==> src/rtl/dp_ctrl_fsm.sv <==
// Fetch/decode/execute/writeback controller for the ARM data-processing datapath.
// Define DP_COND_EXEC_EN to evaluate the condition field against NZCV.
module dp_ctrl_fsm (
    input  logic        clk_in,
    input  logic        rst_n_in,
    input  logic        run_in,
    output logic        mem_req_out,
    input  logic        mem_ack_in,
    input  logic [31:0] mem_rdata_in,
    output logic        pc_inc_out,
    input  logic [3:0]  flags_in,
    output logic [3:0]  rf_rn_addr_out,
    output logic [3:0]  rf_rm_addr_out,
    output logic [3:0]  rf_wa_out,
    output logic [11:0] imm12_out,
    output logic        alu_src_imm_out,
    output logic [3:0]  alu_ctrl_out,
    output logic        alu_res_we_out,
    output logic        rf_we_out,
    output logic        flags_we_out,
    output logic        illegal_out,
    output logic        busy_out,
    output logic [31:0] instr_count_out
);

    typedef enum logic [2:0] {
        S_IDLE,
        S_FETCH,
        S_DECODE,
        S_EXEC,
        S_WB
    } state_t;

    state_t      state;
    state_t      next_state;
    logic [31:0] ir;
    logic [31:0] retired;

    logic [3:0] opcode;
    logic       is_test;
    logic       legal;
    logic       cond_pass;
    logic       in_dp;

    assign opcode  = ir[24:21];
    assign is_test = (opcode[3:2] == 2'b10);
    assign in_dp   = (state == S_DECODE) || (state == S_EXEC) || (state == S_WB);

    always_comb begin
        legal = (ir[27:26] == 2'b00);
        if (!ir[25] && (ir[11:4] != 8'h00))
            legal = 1'b0;
        if (is_test && !ir[20])
            legal = 1'b0;
        if (!is_test && (ir[15:12] == 4'hf))
            legal = 1'b0;
    end

`ifdef DP_COND_EXEC_EN
    logic n_f, z_f, c_f, v_f;
    assign {n_f, z_f, c_f, v_f} = flags_in;

    always_comb begin
        cond_pass = 1'b0;
        unique case (ir[31:28])
            4'h0: cond_pass = z_f;
            4'h1: cond_pass = !z_f;
            4'h2: cond_pass = c_f;
            4'h3: cond_pass = !c_f;
            4'h4: cond_pass = n_f;
            4'h5: cond_pass = !n_f;
            4'h6: cond_pass = v_f;
            4'h7: cond_pass = !v_f;
            4'h8: cond_pass = c_f && !z_f;
            4'h9: cond_pass = !c_f || z_f;
            4'ha: cond_pass = (n_f == v_f);
            4'hb: cond_pass = (n_f != v_f);
            4'hc: cond_pass = !z_f && (n_f == v_f);
            4'hd: cond_pass = z_f || (n_f != v_f);
            4'he: cond_pass = 1'b1;
            4'hf: cond_pass = 1'b0;
        endcase
    end
`else
    logic unused_cond;
    assign unused_cond = ^{ir[31:28], flags_in};
    assign cond_pass   = 1'b1;
`endif

    always_ff @(posedge clk_in or negedge rst_n_in) begin
        if (!rst_n_in) begin
            state   <= S_IDLE;
            ir      <= '0;
            retired <= '0;
        end else begin
            state <= next_state;
            if ((state == S_FETCH) && mem_ack_in)
                ir <= mem_rdata_in;
            if (state == S_WB)
                retired <= retired + 32'd1;
        end
    end

    always_comb begin
        next_state = state;
        unique case (state)
            S_IDLE:
                if (run_in)
                    next_state = S_FETCH;
            S_FETCH:
                if (mem_ack_in)
                    next_state = S_DECODE;
            S_DECODE:
                if (legal && cond_pass)
                    next_state = S_EXEC;
                else
                    next_state = run_in ? S_FETCH : S_IDLE;
            S_EXEC:
                next_state = S_WB;
            S_WB:
                next_state = run_in ? S_FETCH : S_IDLE;
            default:
                next_state = S_IDLE;
        endcase
    end

    // Operand fields are only presented while an instruction is in flight.
    always_comb begin
        mem_req_out     = 1'b0;
        pc_inc_out      = 1'b0;
        alu_src_imm_out = 1'b0;
        alu_res_we_out  = 1'b0;
        rf_we_out       = 1'b0;
        flags_we_out    = 1'b0;
        illegal_out     = 1'b0;
        rf_rn_addr_out  = in_dp ? ir[19:16] : 4'h0;
        rf_rm_addr_out  = in_dp ? ir[3:0]   : 4'h0;
        rf_wa_out       = in_dp ? ir[15:12] : 4'h0;
        imm12_out       = in_dp ? ir[11:0]  : 12'h000;
        alu_ctrl_out    = in_dp ? opcode    : 4'h0;
        unique case (state)
            S_FETCH: begin
                mem_req_out = 1'b1;
                pc_inc_out  = mem_ack_in;
            end
            S_DECODE:
                illegal_out = !legal;
            S_EXEC: begin
                alu_src_imm_out = ir[25];
                alu_res_we_out  = 1'b1;
            end
            S_WB: begin
                rf_we_out    = !is_test;
                flags_we_out = ir[20];
            end
            default: ;
        endcase
    end

    assign busy_out        = (state != S_IDLE);
    assign instr_count_out = retired;

endmodule
==> config.mk <==
export PLATFORM = sky130hd
export DESIGN_NAME = dp_ctrl_fsm
export DESIGN_NICKNAME = d
export VERILOG_FILES = /design/src/rtl/dp_ctrl_fsm.sv
export SDC_FILE = /design/constraint.sdc
export NUM_CORES = 1
export LEC_CHECK = 0
export ABC_CLOCK_PERIOD_IN_PS = 2220
export BUFFER_PORTS_ARGS = -buffer_cell sky130_fd_sc_hd__buf_2
export CAP_MARGIN = 20
export CORE_MARGIN = 2
export CORE_UTILIZATION = 40
export DETAILED_ROUTE_END_ITERATION = 16
export PLACE_DENSITY = 0.77
export SLEW_MARGIN = 20
export SYNTH_ARGS = -nofsm -noshare
export SYNTH_HDL_FRONTEND = slang
export SYNTH_SLANG_ARGS = --single-unit
==> constraint.sdc <==
create_clock -name clk_in -period 2.22 [get_ports clk_in]
set_clock_uncertainty 0.15 [all_clocks]
set_input_delay 0.333 -clock clk_in [delete_from_list [all_inputs] [get_ports clk_in]]
set_output_delay 0.333 -clock clk_in [all_outputs]
set_load 0.02 [all_outputs]
# Word level (Yosys, flattened, before mapping)
# Index checks and enable logic that the tools add are counted.
# W data, S select, Z words.
dict set report op_classes {
  addsub 1
  eq_ne 8
  n_mux 20
  n_reduce_logical 15
}
# cell count
set ops {}
lappend ops {{$add A32 B1 Y32 const B} 1}
lappend ops {{$mux W4} 4}
lappend ops {{$pmux W3 S5} 1}
lappend ops {{$mux W12} 1}
lappend ops {{$mux W1} 11}
lappend ops {{$reduce_bool A8 Y1} 1}
lappend ops {{$eq A3 B2 Y1 const B} 2}
lappend ops {{$mux W3} 2}
lappend ops {{$eq A4 B4 Y1 const B} 1}
lappend ops {{$logic_and A1 B1 Y1} 4}
lappend ops {{$logic_not A1 Y1} 4}
lappend ops {{$ne A2 B2 Y1 const B} 2}
lappend ops {{$eq A3 B1 Y1 const B} 1}
lappend ops {{$eq A3 B3 Y1 const B} 1}
lappend ops {{$logic_not A3 Y1} 1}
lappend ops {{$reduce_bool A3 Y1} 1}
lappend ops {{$eq A2 B2 Y1 const B} 1}
lappend ops {{$logic_not A2 Y1} 1}
lappend ops {{$logic_or A1 B1 Y1} 2}
lappend ops {{$mux W2} 1}
lappend ops {{$reduce_and A2 Y1} 1}
dict set report totals {
  register_bits 63
  in_bits 40
  out_inout_bits 68
  word_cells 47
}

# Longest topological paths before layout
dict set report logic_depth {
  word_depth 7
  mapped_depth 7
}

# Least setup slack after synthesis
# Ideal clock, no wire load.
dict set report synth_timing {
  path_type {reg2out}
  from {register state[1]}
  to {output port rf_rm_addr_out[0]}
  arrival_ps 1738
  t_required_ps 1737
  path_slack_ps -1
  path_stages_with_launch 7
  path_cell_list {dfrtp_1 buf_4 nor3b_4 a21oi_1 clkbuf_1 nor2b_1 buf_4}
}
dict set report synth_between {
  elab_chain_cells 4
  word_cells_on_any_way 6
  classes_between {3 x eq/ne; 1 x mux; 2 x reduce/logical}
}
# element line
set synth_rtl {}
lappend synth_rtl {{start, declared} 34} ;# state_t state;
lappend synth_rtl {{start signal, assigned} 96} ;# state <= next_state;
lappend synth_rtl {{$eq A3 B2 Y1} 47} ;# assign in_dp = (state == S_DECODE) || (state == S_EXEC) || (state == S_WB);
lappend synth_rtl {{$logic_or A1 B1 Y1} 47}
lappend synth_rtl {{$logic_or A1 B1 Y1 (*)} 47}
lappend synth_rtl {{$mux W4 (*)} 137} ;# rf_rm_addr_out = in_dp ? ir[3:0] : 4'h0;
lappend synth_rtl {{end, declared} 13} ;# output logic [3:0] rf_rm_addr_out,
# Mark *: on every way between the ends. The rest lies on a longest branch, timed or not.

# Worst setup path in the final report
dict set report layout_timing {
  from {register state[0]}
  to {output port rf_rm_addr_out[2]}
}
# The elaborated chain is that of the path after synthesis.

==> impl_table.tex <==
\begin{tabular}{lr}
\hline
Metric & Value \\
\hline
\multicolumn{2}{l}{\textbf{Cells and area}} \\
\quad Final nets & 406 \\
\quad Share of post-route cells with drive strength above 1 & 41.1\% \\
\quad Number of diodes & 0 \\
\quad Fill cell count & 654 \\
\quad Synthesis-to-layout area growth & 29.5\% \\
\multicolumn{2}{l}{\textbf{Die}} \\
\quad Die outline height & 91.7 um \\
\quad Die footprint & 8400 um\^{}2 \\
\quad Core outline area & 7330 um\^{}2 \\
\quad Chip width & 91.7 um \\
\quad IO Pins & 108 \\
\quad Row count & 31 \\
\quad Starting Density & 41.9\% \\
\multicolumn{2}{l}{\textbf{Synthesis}} \\
\quad Synthesized-area fraction occupied by ao, oa, aoi and oai cells & 1.51\% \\
\quad Synthesized area divided by synthesized cell count & 12.0 um\^{}2 \\
\quad Most common cell in the netlist & dfrtp\_1 \\
\quad Fraction of synthesized cell area in xor and xnor cells & 8.83\% \\
\quad Largest area contributor in the synthesized netlist & dfrtp\_1 \\
\quad Number of flops mapped to enable cells by yosys & 0 \\
\quad Share of flip-flops with an asynchronous set or reset & 100\% \\
\quad Post-synth net total & 297 \\
\quad Fraction of the yosys area taken by sequential cells & 51.3\% \\
\quad Share of cell area taken by muxes after synthesis & 10.6\% \\
\quad Post-synthesis cell area & 3070 um\^{}2 \\
\quad Simple logic cell fraction of the synthesized area & 22.9\% \\
\quad Most numerous cell types in the synthesized netlist & dfrtp\_1 (63), nor2b\_1 (27), mux2\_1 (26), xnor2\_1 (26), nand4\_1 (12) \\
\quad Post-synthesis adder-cell area fraction & 0.407\% \\
\quad Biggest area contributors in the synthesized netlist & dfrtp\_1 (51\%), mux2\_1 (9.5\%), xnor2\_1 (7.4\%), nor2b\_1 (5.5\%), buf\_4 (2.4\%) \\
\quad Cells after Synth & 256 \\
\quad Number of synthesis warnings & 0 \\
\quad Dominant combinational cell family by area after synthesis & simple AND/OR/NAND/NOR gates \\
\quad Count of distinct cell types in the synthesized netlist & 34 \\
\quad Dominant synthesized flop cell & dfrtp\_1 \\
\quad Fraction of post-synthesis cell area in the top cell type by area & 51.3\% \\
\quad Synth Register Bits & 63 \\
\multicolumn{2}{l}{\textbf{GRT}} \\
\quad GR Overflow Total & 0 \\
\quad Vias in the first global route & 2336 \\
\quad Pin count of the biggest net entering global routing & 64 \\
\quad First-pass GRT wire length & 11300 um \\
\quad Global-route track usage on met3 & 4.52\% \\
\quad Layer with the highest usage after global routing & met2 \\
\quad Initial antenna violation count & 0 \\
\quad Met1 track utilization from global routing & 22.8\% \\
\quad GRT Resource Usage Total & 16.9\% \\
\quad Global-route track usage on met2 & 26.2\% \\
\multicolumn{2}{l}{\textbf{Worst setup path}} \\
\quad Endpoint arrival time on the critical path & 1.66 ns \\
\quad Critical path start-end classification & flip-flop to output pin \\
\quad Category of the worst setup path launch point & flip-flop \\
\quad Crit Path Max Fanout & 12 \\
\quad Worst Reg-to-Reg Cells & 7 \\
\quad Sort of element at the end of the critical path & output pin \\
\quad CP Data Required Time & 1.74 ns \\
\quad Reg-to-reg slack, setup & 0.34 ns \\
\quad End of the worst register-to-register path & instr\_count\_out[21]\$\_DFFE\_PN0P\_ \\
\quad Start of the worst register-to-register path & state[0]\$\_DFFE\_PN0P\_ \\
\multicolumn{2}{l}{\textbf{Place}} \\
\quad Half-perimeter wire length after detailed placement & 4650 um \\
\quad Routability congestion estimate from global placement & 0.771 \\
\quad Quantity of I/O buffers inserted on ports & 99 \\
\multicolumn{2}{l}{\textbf{Routing}} \\
\quad Number of DRC violations after detailed-routing iteration 0 & 59 \\
\quad Vias after detailed routing & 2317 \\
\quad WL per Instance & 14.5 um \\
\quad Pre-Repair DR Iteration Count & 4 \\
\quad Remaining antenna violation count after routing & 0 \\
\quad DRC viols & 0 \\
\quad Total wirelength of the detailed-routed design & 6790 um \\
\quad Detail-routed via count per cell & 4.94 \\
\multicolumn{2}{l}{\textbf{Timing}} \\
\quad Final count of negative-setup-slack endpoints & 0 \\
\quad Total count of hold-check failures in the final report & 0 \\
\quad Final clock period utilization by the worst path & 96.7\% \\
\quad Max Slew Vio Count & 0 \\
\quad Minimum hold slack & 0.0787 ns \\
\quad Headroom to the max-slew limit & 71.3\% \\
\quad Maximum operating frequency & 0.466 GHz \\
\quad Worst Tran Pin Value & 0.430 ns \\
\quad Shortest clock period the worst path allows after layout & 2.15 ns \\
\multicolumn{2}{l}{\textbf{Clock network}} \\
\quad CTS Buf Count & 9 \\
\quad H-tree levels & 3 \\
\quad Maximum buffer depth of the clock tree & 2 \\
\quad Number of sinks driven by the clock tree & 63 \\
\quad Clock transition at the register clock pins on the worst setup and hold paths after CTS & 0.07 ns \\
\quad Clock tree from TritonCTS & built \\
\quad CTS Root Cell & clkbuf\_8 \\
\quad Clk Latency, worst-skew pair & 0.32 ns \\
\multicolumn{2}{l}{\textbf{Pwr}} \\
\quad Total leakage power & 2.02 nW \\
\quad Switching share of total power & 35.8\% \\
\quad Power spent charging and discharging nets & 1.55 mW \\
\quad Part of the total power dissipated in sequential elements & 38.8\% \\
\quad Maximum vdd ir drop & 0.350 mV \\
\quad Internal power component & 2.78 mW \\
\quad Clk network pwr share & 22.1\% \\
\quad Total power & 4.34 mW \\
\quad Power density over the cells & 1090 nW/um\^{}2 \\
\quad Share of power burned in combinational logic & 39.1\% \\
\multicolumn{2}{l}{\textbf{Job}} \\
\quad Number of maximum-capacitance violations & 0 \\
\multicolumn{2}{l}{\textbf{Hold path}} \\
\quad Hold Path Class & primary input to flip-flop \\
\quad Worst hold stages & 2 \\
\quad Hold path start & mem\_rdata\_in[14] \\
\quad Sink of the worst hold path & ir[14]\$\_DFFE\_PN0P\_ \\
\multicolumn{2}{l}{\textbf{Status}} \\
\quad Outcome & finished, final reports clean \\
\hline
\end{tabular}
## per-stage QoR
| step | cells | area (um^2) | setup TNS, ns | utilization [%] | worst slack (ns) |
|---|---|---|---|---|---|
| 2_1_floorplan | 256 | 3070 | -0.00277 | - | -0.000692 |
| 3_3_place_gp | 445 | 3660 | 0 | 50.0 | 0.0164 |
| 3_5_place_dp | 445 | 3660 | -0.0870 | 50.0 | -0.0316 |
| 4_1_cts | 467 | 3940 | 0 | 53.8 | 0.00775 |
| 5_1_grt | 469 | 3980 | -0.00281 | 54.3 | -0.00281 |
| 6_report | 469 | 3980 | 0 | 54.3 | 0.0731 |
## state kept, by name, indices dropped and copies added (netlist names)
register / count
state: 3
instr_count_out: 32
ir: 28
## power groups by stage
| stage | combinational, mW | clock (mW) | sequential (mW) |
|---|---|---|---|
| finish | 1.70 | 0.959 | 1.68 |
| global route | 1.84 | 1.04 | 1.73 |
| CTS | 1.65 | 0.992 | 1.69 |
| floorplan | 1.11 | 0 | 1.65 |
| detailed placement | 1.52 | 0 | 1.70 |
| global placement | 1.49 | 0 | 1.68 |
## worst max-delay path: stages, from the launching register on
cell,delay [ns]
dfrtp_2,0.45
nor3b_4,0.20
buf_6,0.16
a21oi_4,0.04
buf_12,0.15
nor2b_1,0.16
buf_2,0.19
## cell usage in the layout, fill, tap and decap left out, types with 2 or more instances in the layout
cell / instances
nand3_1: 7
xnor2_1: 26
clkbuf_1: 2
nand4_2: 5
nor3_1: 2
buf_2: 95
buf_4: 12
dfrtp_2: 3
clkinv_2: 3
mux2_2: 2
nor4_2: 2
nor3_4: 3
nand3_2: 4
buf_12: 4
nand2_1: 11
nor2b_1: 26
nor4_1: 2
xor2_1: 5
dfrtp_1: 60
nand4_1: 12
a21oi_4: 2
clkbuf_8: 10
inv_1: 4
and3_1: 10
a31o_2: 2
and4_1: 4
and2_1: 7
nor2_1: 6
o21ai_0: 2
mux2_1: 26
## final cells by class
cell class / count / area (um^2) / area share [%]
clock buffers: 12 / 145 / 3.64
clock inverters: 4 / 45.0 / 1.13
inverters: 4 / 15.0 / 0.377
multi-input cells: 174 / 1410 / 35.3
flip-flops and latches: 63 / 1580 / 39.7
well taps: 99 / 124 / 3.11
repair buffers: 113 / 667 / 16.7
## cells by family after synthesis
kind of cell | after synthesis
fa+ha+maj | 1
mux | 29
flops | 63
compound gates | 7
buf+inv | 20
simple gates | 105
xor+xnor | 31
## layer usage
| layer | up-vias | share of wire [%] |
|---|---|---|
| met2 | 95 | 46 |
| met4 | 0 | 1.1 |
| li1 | 1102 | - |
| met3 | 6 | 8.0 |
| met5 | - | 0 |
| met1 | 1114 | 45 |
## worst max path at each step
stage | startpoint | endpoint | slack (ns) | depth (start not counted)
after floorplan | state[1]$_DFFE_PN0P_ | rf_rm_addr_out[0] | -0.0007 | 6
after global placement | state[2]$_DFFE_PN0P_ | imm12_out[0] | 0.02 | 4
after detailed placement | state[2]$_DFFE_PN0P_ | imm12_out[0] | -0.03 | 4
after CTS | state[0]$_DFFE_PN0P_ | imm12_out[0] | 0.008 | 6
after global routing | state[0]$_DFFE_PN0P_ | rf_rm_addr_out[1] | -0.003 | 6
final | state[0]$_DFFE_PN0P_ | rf_rm_addr_out[2] | 0.07 | 6
## what timing repair did
item                       4_1_cts  5_1_grt
hold endpoints to repair        63        0
pin swaps                        1        1
cloned                           1        0
hold buffers                     1        0
setup endpoints to repair       29       26
resized for setup                6        8
buffers inserted                 4        2
Power figures use the tool's default switching activity.
